<file path="src/rtl/prbs7_pkg.sv">
// -----------------------------------------------------------------------------
// prbs7_pkg
// Shared definitions for the parallel PRBS7 (x^7 + x^6 + 1) checker:
//   POLY2 / POLY1 : polynomial tap description (s[i] = s[i+POLY2] ^ s[i+POLY2-POLY1])
//   MAX_W         : widest word the nxt() helper can produce
//   state_t       : checker state (SEARCH / LOCKED)
//   nxt()         : next NBITS-wide word given the previous word's low 7 bits
// -----------------------------------------------------------------------------
package prbs7_pkg;

    localparam int POLY2 = 7;
    localparam int POLY1 = 1;
    localparam int MAX_W = 64;

    typedef enum logic {
        SEARCH = 1'b0,
        LOCKED = 1'b1
    } state_t;

    // Only the last 7 bits of a word carry LFSR state. Bits are produced
    // oldest-first, so the first generated bit lands in the word MSB.
    // The result is MAX_W wide; callers size-cast it down to their word width.
    function automatic logic [MAX_W-1:0] nxt(input logic [6:0] w, input int nbits);
        logic [6:0]       r;
        logic [MAX_W-1:0] res;
        logic             b;
        r   = w;
        res = '0;
        b   = 1'b0;
        for (int k = 0; k < MAX_W; k++) begin
            if (k < nbits) begin
                b   = r[POLY2-1] ^ r[POLY2-1-POLY1];
                r   = {r[5:0], b};
                res = {res[MAX_W-2:0], b};
            end
        end
        return res;
    endfunction

endpackage

</file>
<file path="src/rtl/prbs_err_accum.sv">
// -----------------------------------------------------------------------------
// prbs_err_accum
// Error/word accumulators for the PRBS7 checker. On every checked word the
// word counter advances by one and the error counter advances by the number of
// differing bits between the received and expected words. Both saturate.
//   clk_i       : clock, rising edge
//   reset_i     : asynchronous active-high reset
//   clear_i     : synchronous clear of both counters (wins over chk_vld_p0)
//   chk_vld_p0  : a word is being checked this cycle
//   data_i      : received word
//   expected_i  : reference word
//   err_cnt_o   : saturating bit-error count
//   word_cnt_o  : saturating checked-word count
// -----------------------------------------------------------------------------
module prbs_err_accum #(
    parameter int NBITS = 8,
    parameter int CNT_W = 16
) (
    input  logic             clk_i,
    input  logic             reset_i,
    input  logic             clear_i,
    input  logic             chk_vld_p0,
    input  logic [NBITS-1:0] data_i,
    input  logic [NBITS-1:0] expected_i,
    output logic [CNT_W-1:0] err_cnt_o,
    output logic [CNT_W-1:0] word_cnt_o
);

    localparam int PC_W  = $clog2(NBITS + 1);
    localparam int SUM_W = ((CNT_W > PC_W) ? CNT_W : PC_W) + 1;

    function automatic logic [PC_W-1:0] popcount(input logic [NBITS-1:0] v);
        logic [PC_W-1:0] c;
        c = '0;
        for (int i = 0; i < NBITS; i++) begin
            c = c + PC_W'(v[i]);
        end
        return c;
    endfunction

    // Add in a widened domain so the carry is visible, then clamp.
    function automatic logic [CNT_W-1:0] sat_add(input logic [CNT_W-1:0] a,
                                                 input logic [PC_W-1:0]  b);
        logic [SUM_W-1:0] s;
        s = SUM_W'(a) + SUM_W'(b);
        if (s > SUM_W'({CNT_W{1'b1}})) begin
            return {CNT_W{1'b1}};
        end
        return CNT_W'(s);
    endfunction

    logic [PC_W-1:0]  bit_err_p0;
    logic [CNT_W-1:0] err_cnt_p1;
    logic [CNT_W-1:0] word_cnt_p1;

    assign bit_err_p0 = popcount(data_i ^ expected_i);

    // ---- stage p0 -> p1: registered counters ----
    always_ff @(posedge clk_i or posedge reset_i) begin
        if (reset_i) begin
            err_cnt_p1  <= '0;
            word_cnt_p1 <= '0;
        end else if (clear_i) begin
            err_cnt_p1  <= '0;
            word_cnt_p1 <= '0;
        end else if (chk_vld_p0) begin
            err_cnt_p1  <= sat_add(err_cnt_p1, bit_err_p0);
            word_cnt_p1 <= sat_add(word_cnt_p1, PC_W'(1));
        end
    end

    assign err_cnt_o  = err_cnt_p1;
    assign word_cnt_o = word_cnt_p1;

endmodule

</file>
<file path="src/rtl/prbs7_checker_parallel.sv">
// -----------------------------------------------------------------------------
// prbs7_checker_parallel
// Self-synchronising parallel PRBS7 checker. In SEARCH it looks for LOCK_CNT
// consecutive valid words that each follow from the previous one; it then
// free-runs an internal reference in LOCKED and counts word/bit errors, falling
// back to SEARCH after UNLOCK_CNT consecutive bad words.
//   clk_i        : clock, rising edge
//   reset_i      : asynchronous active-high reset
//   clear_i      : synchronous clear (back to SEARCH, counters zeroed)
//   data_valid_i : qualifies data_i
//   data_i       : received NBITS-wide word
//   lock_o       : high while LOCKED
//   err_o        : one-cycle pulse per mismatched word checked in LOCKED
//   err_cnt_o    : saturating bit-error count
//   word_cnt_o   : saturating count of words checked in LOCKED
// -----------------------------------------------------------------------------
module prbs7_checker_parallel #(
    parameter int NBITS      = 8,
    parameter int LOCK_CNT   = 16,
    parameter int UNLOCK_CNT = 4,
    parameter int CNT_W      = 16
) (
    input  logic             clk_i,
    input  logic             reset_i,
    input  logic             clear_i,
    input  logic             data_valid_i,
    input  logic [NBITS-1:0] data_i,
    output logic             lock_o,
    output logic             err_o,
    output logic [CNT_W-1:0] err_cnt_o,
    output logic [CNT_W-1:0] word_cnt_o
);

    import prbs7_pkg::*;

    localparam int MATCH_W = $clog2(LOCK_CNT + 1);
    localparam int MISS_W  = $clog2(UNLOCK_CNT + 1);

    state_t             state;
    logic               have_seed;
    // Only the low 7 bits of the previous word determine the next word.
    logic [6:0]         seed;
    logic [NBITS-1:0]   expected;
    logic [MATCH_W-1:0] match_cnt;
    logic [MISS_W-1:0]  miss_cnt;
    logic               lock_p1;
    logic               err_p1;

    logic [NBITS-1:0]   nxt_seed;
    logic [NBITS-1:0]   nxt_data;
    logic [NBITS-1:0]   nxt_exp;
    logic               seed_match;
    logic               word_err;
    logic               chk_vld_p0;

    assign nxt_seed = NBITS'(nxt(seed, NBITS));
    assign nxt_data = NBITS'(nxt(data_i[6:0], NBITS));
    assign nxt_exp  = NBITS'(nxt(expected[6:0], NBITS));

    // All-zero is a fixed point of the recurrence and must never count.
    assign seed_match = have_seed && (data_i == nxt_seed) && (data_i != '0);
    assign word_err   = (data_i != expected);
    assign chk_vld_p0 = data_valid_i && !clear_i && (state == LOCKED);

    // ---- stage p0 -> p1: FSM and registered flags ----
    always_ff @(posedge clk_i or posedge reset_i) begin
        if (reset_i) begin
            state     <= SEARCH;
            have_seed <= 1'b0;
            seed      <= '0;
            expected  <= '0;
            match_cnt <= '0;
            miss_cnt  <= '0;
            lock_p1   <= 1'b0;
            err_p1    <= 1'b0;
        end else begin
            err_p1 <= 1'b0;
            if (clear_i) begin
                state     <= SEARCH;
                have_seed <= 1'b0;
                match_cnt <= '0;
                miss_cnt  <= '0;
                lock_p1   <= 1'b0;
            end else if (data_valid_i) begin
                case (state)
                    SEARCH: begin
                        seed      <= data_i[6:0];
                        have_seed <= 1'b1;
                        if (seed_match) begin
                            if (match_cnt == MATCH_W'(LOCK_CNT - 1)) begin
                                state     <= LOCKED;
                                lock_p1   <= 1'b1;
                                expected  <= nxt_data;
                                match_cnt <= '0;
                                miss_cnt  <= '0;
                            end else begin
                                match_cnt <= match_cnt + 1'b1;
                            end
                        end else begin
                            match_cnt <= '0;
                        end
                    end
                    LOCKED: begin
                        // Reference free-runs; a bad word never reseeds it.
                        expected <= nxt_exp;
                        if (word_err) begin
                            err_p1 <= 1'b1;
                            if (miss_cnt == MISS_W'(UNLOCK_CNT - 1)) begin
                                state     <= SEARCH;
                                lock_p1   <= 1'b0;
                                seed      <= data_i[6:0];
                                have_seed <= 1'b1;
                                match_cnt <= '0;
                                miss_cnt  <= '0;
                            end else begin
                                miss_cnt <= miss_cnt + 1'b1;
                            end
                        end else begin
                            miss_cnt <= '0;
                        end
                    end
                    default: state <= SEARCH;
                endcase
            end
        end
    end

    prbs_err_accum #(
        .NBITS (NBITS),
        .CNT_W (CNT_W)
    ) u_accum (
        .clk_i      (clk_i),
        .reset_i    (reset_i),
        .clear_i    (clear_i),
        .chk_vld_p0 (chk_vld_p0),
        .data_i     (data_i),
        .expected_i (expected),
        .err_cnt_o  (err_cnt_o),
        .word_cnt_o (word_cnt_o)
    );

    assign lock_o = lock_p1;
    assign err_o  = err_p1;

endmodule

</file>
<file path="config.mk">
export PLATFORM = sky130hd
export DESIGN_NAME = prbs7_checker_parallel
export DESIGN_NICKNAME = d
export VERILOG_FILES = /design/src/rtl/prbs7_pkg.sv /design/src/rtl/prbs_err_accum.sv /design/src/rtl/prbs7_checker_parallel.sv
export SDC_FILE = /design/constraint.sdc
export NUM_CORES = 1
export LEC_CHECK = 0
export CAP_MARGIN = 10
export CORE_AREA = 2 2 121 123
export DETAILED_ROUTE_END_ITERATION = 6
export DIE_AREA = 0 0 123 125
export SYNTH_ARGS = -nofsm -noshare
export SYNTH_HDL_FRONTEND = slang
export SYNTH_SLANG_ARGS = --single-unit
</file>
<file path="constraint.sdc">
create_clock -name clk_i -period 5.8 [get_ports clk_i]
set_input_delay 1.16 -clock clk_i [delete_from_list [all_inputs] [get_ports clk_i]]
set_output_delay 1.16 -clock clk_i [all_outputs]
set_load 0.02 [all_outputs]
</file>
# Word level (Yosys, flattened, before mapping)
# Index checks and enable logic that the tools add are counted.
# Widths: inputs -> output; s select.
word_totals:
  ff_bits: 59
  latch_bits: 0
  mem_bits_rw: 0
  romBits: 0
  in_bits: 12
  out_inout_bits: 34
  word_cells: 132
  n_memories: 0
classes:
  n_addsub: 11
  mul: 0
  div: 0
  n_lt_le_gt_ge: 2
  n_eq_ne: 12
  n_shift: 0
  muxes: 57
  bitwise_logic: 27
  n_reduce_logical: 13
op_table:
  columns: ["operator", "n"]
  rows:
  - ["$mux 16", 8]
  - ["$gt 17x16->1 const B", 2]
  - ["$mux 5", 6]
  - ["$mux 1", 26]
  - ["$add 4x1->4", 6]
  - ["$xor 1x1->1", 24]
  - ["$mux 3", 6]
  - ["$add 16x1->17 const B", 1]
  - ["$add 16x4->17", 1]
  - ["$mux 8", 2]
  - ["$pmux 8 s2", 1]
  - ["$mux 7", 2]
  - ["$pmux 7 s2", 1]
  - ["$pmux 5 s2", 1]
  - ["$eq 8x8->1", 1]
  - ["$ne 8x8->1", 1]
  - ["$reduce_and 4->1", 2]
  - ["$reduce_bool 8->1", 1]
  - ["$xor 8x8->8", 1]
  - ["$ne 3x2->1 const B", 2]
  - ["$ne 3x3->1 const B", 2]
  - ["$pmux 1 s2", 3]
  - ["$pmux 3 s2", 1]
  - ["$reduce_and 3->1", 2]
  - ["other kinds (12)", 19]

# Longest topological paths before layout
depth:
  depth_word: 16
  depth_mapped: 15

# Modules after synthesis
# Synthesis repeated with hierarchy kept, for this count alone.
hier_totals:
  cells_unflattened: 406
  hier_area_um2: 4030.1
by_module_without_submodules:
  columns: ["mod", "n_inst", "cells_per_inst", "area_each_um2"]
  rows:
  - ["prbs_err_accum", 1, 224, 2182.1]
  - ["prbs7_checker_parallel", 1, 182, 1848.0]

# Least setup slack after synthesis
# No wires, ideal clock.
synth_path:
  path_kind: "input to register"
  start: "input data_i[1]"
  end: "register u_accum.err_cnt_p1[8] (netlist: u_accum.err_cnt_o[8])"
  t_arrival_ns: 5.389
  required_ns: 5.701
  slack_ns: 0.312
  path_stages: 15
  path_buffers: 1
  path_cell_list: "clkbuf_1 > xor2_1 > ha_1 > fa_1 > inv_1 > fa_1 > fa_1 > fa_1 > inv_1 > fa_1 > a21o_1 > a21oi_1 > nor2_1 > and2_1 > a311oi_1"
synth_via:
  elab_chain_cells: 16
synth_lines:
  columns: ["element", "line", "text"]
  rows:
  - ["start: declaration", "prbs7_checker_parallel.sv:27", "input logic [NBITS-1:0] data_i,"]
  - ["$xor 8x8->8 (*)", "prbs_err_accum.sv:56", "assign bit_err_p0 = popcount(data_i ^ expected_i);"]
  - ["$add 1x1->2 (*)", "prbs_err_accum.sv:36", "c = c + PC_W'(v[i]);"]
  - ["$add 4x1->4 (*) (6 in series)", "prbs_err_accum.sv:36", null]
  - ["$add 16x4->17 (*)", "prbs_err_accum.sv:45", "s = SUM_W'(a) + SUM_W'(b);"]
  - ["$gt 17x16->1", "prbs_err_accum.sv:46", "if (s > SUM_W'({CNT_W{1'b1}})) begin"]
  - ["$mux 1", "prbs_err_accum.sv:46", null]
  - ["$mux 1", "prbs_err_accum.sv:66", "end else if (chk_vld_p0) begin"]
  - ["$mux 1", "prbs_err_accum.sv:63", "end else if (clear_i) begin"]
  - ["$mux 16 (*)", "prbs_err_accum.sv:49", "return CNT_W'(s);"]
  - ["$mux 16 (*)", "prbs_err_accum.sv:66", null]
  - ["$mux 16 (*)", "prbs_err_accum.sv:63", null]
  - ["end signal: assignment", "prbs_err_accum.sv:67", "err_cnt_p1 <= sat_add(err_cnt_p1, bit_err_p0);"]
  - ["end: declaration", "prbs_err_accum.sv:53", "logic [CNT_W-1:0] err_cnt_p1;"]
# Every way passes the cells marked *; elsewhere a longest branch is shown, timed or not. The select of a mux whose other input is x is not followed.
# A chain may end at the register's enable or synchronous reset.

# Worst setup path in the final report
layout_path:
  start: "input data_i[0]"
  end: "register u_accum.err_cnt_p1[11] (netlist: u_accum.err_cnt_o[11])"
# The elaborated chain is that of the path after synthesis.

==> metrics.txt <==
status=completed; P_leak=1.981 nW; total gr overflow=0; Die W=123 um; delay-heaviest family, CP=adder cells; Syn Nets=roughly 430; # rows=between 40 and 50; most frequent CP cell=fa_1; register area share after synthesis=just under 40%; Clock Tree Root=clkbuf_16; post-CTS setup buffers=0; Die H=125 um; CP peak stage delay=~530 ps; DRC Markers=0; Tot Pwr=approximately 0.0018 W; Synth area leader=dfrtp_1; n_diodes=0; placer congestion estimate=0.8159; Starting Density=a little over a quarter; Synth Area in XOR/XNOR=under 10%; CTS tree=done; pwr dens=375.9 mW/mm^2; async set-reset flop share out of synthesis=100.0%; first-pass GRT wire length=15830 um; Slew headroom=approximately a third; CP required=roughly 6000 ps; H-tree Lvls=3; max-cap check violation count=0; Synth Area per Inst=just under 10 um^2; clk slew on worst S/H paths=50 ps; CP bufs+invs=4; FILL cells=about 1500; CP max FO=4; DR pass1 iterations=4; Post-synth top flop=dfrtp_1; initial DRC count=approximately 240; hold_buf cts=0; Cell Chain, Critical Path=clkdlybuf4s50_1, xor2_1, ha_1, fa_1, inv_1, fa_1, fa_1, fa_1, inv_1, fa_1, a21o_1, a21oi_1, buf_4, nor3_2, nor4b_1, nor4_1; core area=around 0.014 mm^2; Mapped Cells=between 300 and 400; FF+latch area=between 0.001 and 0.0015 mm^2; input/output buffers=45; layout cells sized above 1=12.50%; met2 Track Usage GR=approximately a fifth; synth top area cells=dfrtp_1 38%, ha_1 4.9%, mux2_2 4.4%; worst-margin pin slew=slightly below 1000 ps; Vias per Instance=about 5.1; Tmin final=about 5500 ps; Hold/Removal Path Class=reg2reg; final clock skew=between 6 and 7 ps; startpoint class of the critical path=primary input; vias in the first global route=between 3000 and 4000; number of flops mapped to enable cells by yosys=0; multi-input logic area=about 0.0022 mm^2; Final period util=95.68%; I/O pin total=46; RSZ-0062 raised after global routing=no; Top Usage Layer GRT=met2; Final Max Tran Viols=0; Compound-Gate Fraction of Synth Area=17.16%; simple logic cell fraction of the synthesized area=roughly 20%; final setup fails=0; final hold vios=0; clk_lat worst skew=between 300 and 400 ps; FMAX=180.2 MHz; per-cell routed wire length=14.46 um; Resized cells post-CTS=0; Routed WL=just over 9000 um; overall die area=about 0.015 mm^2; mapped cell area=~0.0038 mm^2; crit path DAT=approximately 5700 ps; post-route setup TNS=0 ps; total number of vias=3245; multiplexer share of the synthesized area=roughly 5.2%; total track usage=12.69%; initial antenna violation count=0; Yosys top cell area share=between 30 and 40%; nets=485; #FFs+latches synth=59; grt met1 use=between 15 and 20%; CP Capture Type=register; GRT met3 Usage=3.422%; clock buffer depth=2; Slowest cell on crit path=fa_1; Crit Path Class=in2reg; Layout Area Growth over Synthesis=25.31%; largest net degree at the start of global routing=60; Peak VDD IR=around 0.00032 V; dpl hpwl=6635 um; largest family of logic cells by synthesized area=simple AND/OR/NAND/NOR gates; Ys Warns=0; Num Clock Sinks=between 50 and 60; post-synthesis cell type count=slightly above 60; CTS Buf Count=9; Post-Synth Adder-Cell Area=around 7.5%; DRT antenna net count=0
==> path summary, 6_finish.rpt <==
check                      cells past startpoint  slack [ps]        start                     to
max in group asynchronous                      3        3890      reset_i            miss_cnt[1]
hold / removal                                 1         500  miss_cnt[1]            miss_cnt[1]
setup reg to reg                              15        1130  expected[0]  u_accum.err_cnt_o[11]
setup / recovery                              16         250    data_i[0]  u_accum.err_cnt_o[11]
hold reg to reg                                1         500  miss_cnt[1]            miss_cnt[1]
min in group asynchronous                      3        1360      reset_i            expected[0]
==> through the flow <==
step                util [%]  instances  area [um^2]  hold WS (ps)  setup WS [ps]
global route           33.84        640         4807         527.9          59.18
floorplan                  -        397         3836         458.4          311.7
CTS                    33.84        640         4807         504.6          250.6
global placement       32.08        626         4557         471.8         -14.97
detailed placement     32.08        626         4557         493.4         -89.74
finish                 33.84        640         4807         502.4          250.6
==> layout make-up <==
class / count / area share [%]
Multi-Input combinational cell: 295 / 45.31
Sequential cell: 59 / 30.71
Timing Repair Buffer: 61 / 11.87
Clock buffer: 11 / 4.841
Tap cell: 184 / 4.789
Inverter: 27 / 2.108
Clock inverter: 3 / 0.3644
==> per-layer routing <==
layer  vias up  routed length (um)
met5         -                   0
met4         0                  63
met3         6                 422
met2        70                4398
met1      1604                4372
li1       1565                   -
==> power breakdown <==
part | internal, W | leakage (nW) | total (W) | switching [W]
registers | 0.000454 | 0.787 | 0.000514 | 0.0000596
logic | 0.000427 | 1.07 | 0.000837 | 0.000410
clock network | 0.000282 | 0.121 | 0.000457 | 0.000174
==> kinds of logic after synthesis <==
kind of cell	after synthesis
flops	59
xor+xnor	32
buf+inv	43
fa+ha+maj	20
compound gates	89
simple gates	136
mux	18
==> synth_stat cells, types with 6 or more instances <==
cell type and n:
nor3_1 17, nor2_1 29, mux2_2 15, a31oi_1 9, a211oi_1 7, a21oi_1 18
xnor2_1 17, nand2_1 16, and3_1 15, and4_1 6, nand4_1 10, xor2_1 15
clkbuf_1 12, o21a_1 8, a311oi_1 8, ha_1 15, o21ai_0 11, nand3_1 14
inv_1 27, nor2b_1 6, dfrtp_1 59
==> worst register-to-register path: stages (launching register included) <==
cell and delay (ps):
dfrtp_1 430, xor2_1 180, ha_1 330, fa_1 530, inv_1 60, fa_1 500, fa_1 480, fa_1 490
inv_1 60, fa_1 400, a21o_1 200, a21oi_1 260, buf_4 170, nor3_2 50, nor4b_1 300, nor4_1 80
==> flip-flops by register name, indices dropped and copies added (netlist names) <==
| name | count |
|---|---|
| have_seed | 1 |
| u_accum.word_cnt_o | 16 |
| match_cnt | 5 |
| lock_o | 1 |
| expected | 8 |
| miss_cnt | 3 |
| u_accum.err_cnt_o | 16 |
| err_o | 1 |
| state | 1 |
| seed | 7 |
==> cells in the final DEF (no fill, tap or decap), types with 2 or more instances in the layout <==
cell / instances
nor3_1: 17
nor2b_1: 6
clkinv_2: 2
nand2_1: 16
and4_1: 6
nor2_1: 29
o21a_1: 8
mux2_2: 15
a221oi_1: 3
fa_1: 5
nand4_1: 10
a21o_1: 2
a31o_2: 2
mux2i_1: 3
buf_4: 16
xnor2_1: 17
a31oi_1: 9
o21ai_0: 11
xor2_1: 15
nand3_1: 14
a21oi_1: 18
o31ai_1: 2
and4b_1: 2
dfrtp_1: 59
o21bai_1: 3
and2_1: 3
a311oi_1: 8
clkdlybuf4s50_1: 45
nand2b_1: 3
and3_1: 15
clkbuf_1: 2
ha_1: 15
inv_1: 26
clkbuf_16: 9
a211oi_1: 7
nor4_1: 3
a41oi_1: 3
nor3b_1: 2
Note: power is estimated with default switching activity, not from simulation.
